[config.mk]
export PLATFORM = sky130hd
export DESIGN_NAME = adsr_vca_flat
export DESIGN_NICKNAME = d
export VERILOG_FILES = /design/src/rtl/adsr_vca_if.sv /design/src/rtl/adsr_vca.sv /design/src/flat_wrapper.sv
export SDC_FILE = /design/constraint.sdc
export NUM_CORES = 1
export LEC_CHECK = 0
export CAP_MARGIN = 15
export CORE_UTILIZATION = 55
export DETAILED_ROUTE_END_ITERATION = 10
export PLACE_DENSITY = 0.77
export SYNTH_ARGS = -nofsm -noshare
export SYNTH_HDL_FRONTEND = slang
export SYNTH_SLANG_ARGS = --single-unit
[constraint.sdc]
create_clock -name Clk -period 7.6 [get_ports Clk]
set_input_delay 0.76 -clock Clk [delete_from_list [all_inputs] [get_ports Clk]]
set_output_delay 0.76 -clock Clk [all_outputs]
set_load 0.005 [all_outputs]
[src/rtl/adsr_vca_if.sv]
// Control/audio bundle for the ADSR envelope + VCA block.
// The master drives the sample strobe, gate, step settings and audio in; the slave returns the shaped audio.
interface adsr_vca_if;
  logic               Enable;
  logic               Gate;
  logic        [15:0] attack_step;
  logic        [15:0] decay_step;
  logic        [15:0] sustain_level;
  logic        [15:0] release_step;
  logic signed [15:0] x;
  logic signed [15:0] y;
  logic        [15:0] env;
  logic               active;

  modport master (
    output Enable, Gate, attack_step, decay_step, sustain_level, release_step, x,
    input  y, env, active
  );

  modport slave (
    input  Enable, Gate, attack_step, decay_step, sustain_level, release_step, x,
    output y, env, active
  );
endinterface

[src/rtl/adsr_vca.sv]
// ADSR envelope generator driving a VCA.
// Everything advances one step per Enable strobe. y is built from the envelope value held before the current step.
module adsr_vca (
  input  logic      Clk,
  input  logic      Reset,
  adsr_vca_if.slave bus
);
  typedef enum logic [2:0] {IDLE, ATTACK, DECAY, SUSTAIN, RELEASE} state_t;

  state_t state;

  // 17-bit arithmetic so the clamps below see overflow and underflow instead of a wrapped value
  logic        [16:0] atk_sum;
  logic signed [16:0] dec_diff;
  logic signed [32:0] prod;
  logic signed [15:0] y_next;

  assign atk_sum  = {1'b0, bus.env} + {1'b0, bus.attack_step};
  assign dec_diff = $signed({1'b0, bus.env}) - $signed({1'b0, bus.decay_step});
  assign prod     = bus.x * $signed({1'b0, bus.env});
  assign y_next   = 16'(prod >>> 16);

  always_ff @(posedge Clk or negedge Reset) begin
    if (!Reset) begin
      state      <= IDLE;
      bus.env    <= '0;
      bus.y      <= '0;
      bus.active <= 1'b0;
    end else if (bus.Enable) begin
      bus.y <= y_next;
      case (state)
        IDLE: begin
          if (bus.Gate) begin
            state      <= ATTACK;
            bus.active <= 1'b1;
          end else begin
            bus.env <= '0;
          end
        end
        ATTACK: begin
          if (!bus.Gate) begin
            state <= RELEASE;
          end else if (bus.attack_step == '0 || atk_sum >= 17'd65535) begin
            bus.env <= 16'hFFFF;
            state   <= DECAY;
          end else begin
            bus.env <= atk_sum[15:0];
          end
        end
        DECAY: begin
          if (!bus.Gate) begin
            state <= RELEASE;
          end else if (bus.decay_step == '0 ||
                       dec_diff <= $signed({1'b0, bus.sustain_level})) begin
            bus.env <= bus.sustain_level;
            state   <= SUSTAIN;
          end else begin
            bus.env <= dec_diff[15:0];
          end
        end
        SUSTAIN: begin
          if (!bus.Gate) state   <= RELEASE;
          else           bus.env <= bus.sustain_level;
        end
        RELEASE: begin
          // retrigger keeps the current level so the attack resumes without a click
          if (bus.Gate) begin
            state <= ATTACK;
          end else if (bus.release_step == '0 || bus.env <= bus.release_step) begin
            bus.env    <= '0;
            state      <= IDLE;
            bus.active <= 1'b0;
          end else begin
            bus.env <= bus.env - bus.release_step;
          end
        end
        default: begin
          state      <= IDLE;
          bus.env    <= '0;
          bus.active <= 1'b0;
        end
      endcase
    end
  end
endmodule

[src/flat_wrapper.sv]
// flat-port wrapper written by rule: the top's interface ports become plain ports
module adsr_vca_flat 
  (Clk, Reset, bus_Enable, bus_Gate, bus_attack_step, bus_decay_step, bus_sustain_level, bus_release_step, bus_x, bus_y, bus_env, bus_active);
  adsr_vca_if bus_i ();
  input  logic Clk;
  input  logic Reset;
  input wire logic [$bits(bus_i.Enable)-1:0] bus_Enable;
  input wire logic [$bits(bus_i.Gate)-1:0] bus_Gate;
  input wire logic [$bits(bus_i.attack_step)-1:0] bus_attack_step;
  input wire logic [$bits(bus_i.decay_step)-1:0] bus_decay_step;
  input wire logic [$bits(bus_i.sustain_level)-1:0] bus_sustain_level;
  input wire logic [$bits(bus_i.release_step)-1:0] bus_release_step;
  input wire logic [$bits(bus_i.x)-1:0] bus_x;
  output wire logic [$bits(bus_i.y)-1:0] bus_y;
  output wire logic [$bits(bus_i.env)-1:0] bus_env;
  output wire logic [$bits(bus_i.active)-1:0] bus_active;
  assign bus_i.Enable = bus_Enable;
  assign bus_i.Gate = bus_Gate;
  assign bus_i.attack_step = bus_attack_step;
  assign bus_i.decay_step = bus_decay_step;
  assign bus_i.sustain_level = bus_sustain_level;
  assign bus_i.release_step = bus_release_step;
  assign bus_i.x = bus_x;
  assign bus_y = bus_i.y;
  assign bus_env = bus_i.env;
  assign bus_active = bus_i.active;
  adsr_vca u_core (.Clk(Clk), .Reset(Reset), .bus(bus_i));
endmodule
**After elaboration in Yosys (flattened, before gate mapping)**

Cells that the tools add are included.

- Flip-flop bits (word level): 36
- Word-level logic and storage cells: 60
- Bits of input ports: 84
- Output and inout bits: 33

- Mux-type cells: 22
- Bitwise gates (word level): 1
- Multiply operators: 1
- Order comparisons: 3
- Add/subtract/negate cells: 3
- Reduce and logical (&&, ||, !) cells: 11
- Equality and inequality tests: 15

Operators with widths:

| operator | number |
|---|---|
| $mux W16 | 8 |
| $pmux W16 S5 | 1 |
| $logic_not A16 Y1 | 3 |
| $mul A16 B17 Y32 | 1 |
| $mux W3 | 8 |
| $add A16 B16 Y17 | 1 |
| $ge A17 B16 Y1 const B | 1 |
| $le A17 B17 Y1 | 1 |
| $sub A16 B16 Y17 | 1 |
| $le A16 B16 Y1 | 1 |
| $sub A16 B16 Y16 | 1 |
| $pmux W3 S5 | 1 |
| $ne A2 B2 Y1 const B | 7 |
| $reduce_and A6 Y1 | 2 |
| $ne A3 B2 Y1 const B | 3 |
| $eq A3 B2 Y1 const B | 2 |
| $reduce_and A5 Y1 | 1 |
| $eq A3 B1 Y1 const B | 1 |
| $eq A3 B3 Y1 const B | 1 |
| $logic_not A3 Y1 | 1 |
| $logic_or A1 B1 Y1 | 3 |
| $mux W1 | 3 |
| $pmux W1 S3 | 1 |
| $reduce_or A3 Y1 | 1 |
| other kinds (2) | 2 |

**Longest topological paths before layout**

- Depth after elaboration: 6
- Gate-level depth with buffers: 23
- Gate-level depth less buffers: 21

**Worst setup path before layout**

Ideal clock, no wire load.

- Path type: input -> register
- From: input bus_x[7]
- To: register u_core.bus.y[14]
- Stages: 20
- Path buffers: 1
- Data required time: 7.505 ns
- Slack: 1.419 ns
- Library setup time: 0.095 ns
- Arrival: 6.086 ns
- Cells stage by stage: clkbuf_1 nand2_1 fa_1 fa_1 inv_1 fa_1 fa_1 fa_1 inv_1 fa_1 inv_1 ha_1 a21o_1 a21oi_1 nand2b_1 a21oi_1 a221oi_1 a21oi_1 o31a_1 o31ai_1

- Cells in the longest elaborated chain, start to end: 1

RTL lines:

| item | RTL line | text |
|---|---|---|
| from (decl) | flat_wrapper.sv:13 | `input wire logic [$bits(bus_i.x)-1:0] bus_x;` |
| $mul A16 B17 Y32 | adsr_vca.sv:20 | `assign prod = bus.x * $signed({1'b0, bus.env});` |
| to (signal assigned) | adsr_vca.sv:30 | `bus.y <= y_next;` |
| to (decl) | adsr_vca_if.sv:22 | `output y, env, active` |

No other way between the ends.
A chain may end at the register's enable or synchronous reset.

**Worst setup path in the final report**

- From: input bus_x[7]
- To: register u_core.bus.y[15]

Same word-level chain as after synthesis.

==> metrics.md <==
| Metric | Value |
|---|---|
| # DRC | 0 |
| Multi-input gate area | 11000 µm² |
| PortBufs | 116 |
| Pwr Total | 5.45 mW |
| First-pass iteration count of the detailed router | 5 |
| Row cnt | 56 |
| Htree depth | 2 |
| Critical Path RT | 7760 ps |
| # hold bufs at CTS | 0 |
| RSZ-0062 raised after global routing | false |
| Detailed placement HPWL | 29000 µm |
| Least-Margin Pin Slew | 1040 ps |
| Vias | 11600 |
| Die area | 24700 µm² |
| WL/cell | 17.8 µm |
| Largest net degree at the start of global routing | 37 |
| Maxcap violations | 0 |
| I/O Pins | 117 |
| TritonCTS clock tree | done |
| Synth cell types | 72 |
| Synthesis-stage register bit count | 36 |
| # diodes | 0 |
| Core Util, Final | 63.4% |
| Layout cells sized above 1 | 3.55% |
| Fillers | 2071 |
| Num CTS Buffers | 5 |
| Crit. End Element | flip-flop |
| All-layer global routing usage | 29.6% |
| Chip Width | 157 µm |
| Initial antenna violation count | 0 |
| Worst-Skew Late Latency | 290 ps |
| Max frequency | 0.143 GHz |
| Routability cong. | 0.934 |
| GR Overflow Total | 0 |
| Initial Util | 56.2% |
| Ys flop type | dfrtp_1 |
| Number of global-route vias before repair | 11500 |
| Crit start category | input port |
| Setup violators final | 0 |
| Final ANT Viol Nets | 0 |
| Die Y | 157 µm |
| Minimum clock period | 7000 ps |
| Final nets | 2119 |
| Area Growth Syn to Fin | 12.8% |
| Core ar. | 23500 µm² |
| Clk slew on worst S/H paths | 50 ps |
| Resized cells post-CTS | 0 |
| Fraction of registers with async set/reset | 100% |
| Slew Limit Fails | 0 |
| Power density over cell area | 366 nW/µm² |
| Worst clock skew | 4.48 ps |
| Post-synth EDFFs | 0 |
| DRT Wirelength | 35200 µm |
| Ratio of final minimum period to clock period | 92.2% |
| Leak | 7.40 nW |
| WS Path Type | in -> reg |
| Final hold violation count | 0 |
| Vias per cell | 5.88 |
| DRC marker count from the first detailed-route iteration | 1046 |
| Yosys warns | 0 |
| Clock root buffer | clkbuf_16 |
| Clk sinks | 36 |
| Slew margin rel. | 30.6% |
| TNS Setup | 0 ps |
| Worst hold-check path type | reg -> reg |
| Post-CTS Setup Inserts | 0 |
| Crit-path max FO | 16 |
| Maximum vdd drop | 0.300 mV |
| Clock buffer depth | 2 |
| Mapped Avg Cell Area | 8.44 µm² |
| Sequential area share after synthesis | 6.81% |
| Status | finished clean |
| Synthesized instance count | 1568 |
| Global-route wire length before repair | 56700 µm |
| CP arrival | 7170 ps |
| Mapped Area | 13200 µm² |
| Syn_nets | 2026 |
| Seq. cell area | 901 µm² |
## critical path, stage by stage
cell,delay (ps)
clkdlybuf4s50_1,890
nand2_1,190
fa_1,580
inv_1,50
fa_1,480
fa_1,560
fa_1,430
fa_1,500
inv_1,50
fa_1,470
inv_1,40
ha_1,330
nand2_1,80
nor2_1,160
nor4b_1,560
o211ai_1,310
a21oi_1,410
nor4_1,110
nand3b_1,170
## worst paths after layout
kind / from / to / slack, ps / depth (start not counted)
max in group asynchronous: Reset / u_core.bus.env[1] / 6470 / 1
max: bus_x[7] / u_core.bus.y[15] / 600 / 19
min reg2reg: u_core.bus.y[8] / u_core.bus.y[8] / 480 / 1
max reg2reg: u_core.bus.env[4] / u_core.bus.y[14] / 950 / 19
min: u_core.bus.y[8] / u_core.bus.y[8] / 480 / 1
min in group asynchronous: Reset / u_core.bus.y[13] / 590 / 1
## logic make-up after synthesis
kind of cell	after synthesis	synth area share (%)
and+or+nand+nor	465	17.9
adders and majority gates	374	46.5
buffers and inverters	356	10.1
AOI/OAI and AO/OA	282	14.8
xor gates and xnor gates	38	2.52
DFF	36	6.81
muxes	17	1.37
## cell usage after synthesis (all sizes together), types with 7 or more instances
cell,number,area [µm²]
o31ai,13,97.6
nor2,48,180
a221oi,13,131
ha,178,2230
a21oi,69,345
nor4,20,125
and2,125,782
a211oi,12,90.1
nand3,15,75.1
xnor2,28,245
and3,11,68.8
fa,196,3920
nand2b,13,81.3
xor2,10,87.6
o21a,18,136
or3,10,68.8
inv,298,1120
o21ai,50,250
nor3,17,85.1
clkbuf,56,210
a222oi,7,70.1
a21o,17,128
dfrtp,36,901
a31oi,11,68.8
nand2,167,627
nand4,12,75.1
nor2b,9,56.3
o211ai,12,95.1
mux2i,8,80.1
mux2,9,101
## report_power, final
part	switching (mW)	total, mW	internal (mW)
Clock	0.0812	0.219	0.138
Sequential	0.173	0.454	0.281
Combinational	2.64	4.78	2.14
## cell usage in the layout (no fill, tap or decap), types with 13 or more instances in the layout
cell type	instances
nor2_1	48
ha_1	178
a21o_1	17
and2_1	125
o21ai_0	47
nand2_1	167
buf_4	27
nand2b_1	13
o31ai_1	13
xnor2_1	28
nor4_1	20
clkdlybuf4s50_1	115
fa_1	196
o21a_1	17
a21oi_1	69
nor3_1	17
dfrtp_1	36
nand3_1	15
inv_1	298
## final cells by class
type | instances | share of cell area, %
Clock buffer | 7 | 1.02
Inverter | 299 | 7.52
Multi-Input combinational cell | 1176 | 73.6
Sequential cell | 36 | 6.04
Tap cell | 319 | 2.67
Timing Repair Buffer | 143 | 9.11
## flip-flops by register name, summed over array words and instances, names as in the netlist
name               flops
u_core.bus.y          16
u_core.bus.active      1
u_core.bus.env        16
u_core.state           3
## through the flow
stage               cells  hold slack (ps)  setup slack (ps)  area [µm²]
floorplan            1568              464              1420       13200
global placement     1972              471               449       14800
detailed placement   1972              475               345       14800
CTS                  1979              489               624       14900
global route         1980              512               175       14900
finish               1980              481               596       14900
## layer usage
| layer | vias up | routed length (µm) | global-route usage (%) |
|---|---|---|---|
| met5 | - | 0 | 0 |
| met4 | 0 | 1410 | 12.1 |
| met3 | 90 | 3060 | 3.47 |
| met2 | 584 | 16700 | 49.5 |
| met1 | 5598 | 14000 | 38.9 |
| li1 | 5368 | - | - |
(Power assumes the default switching activity.)
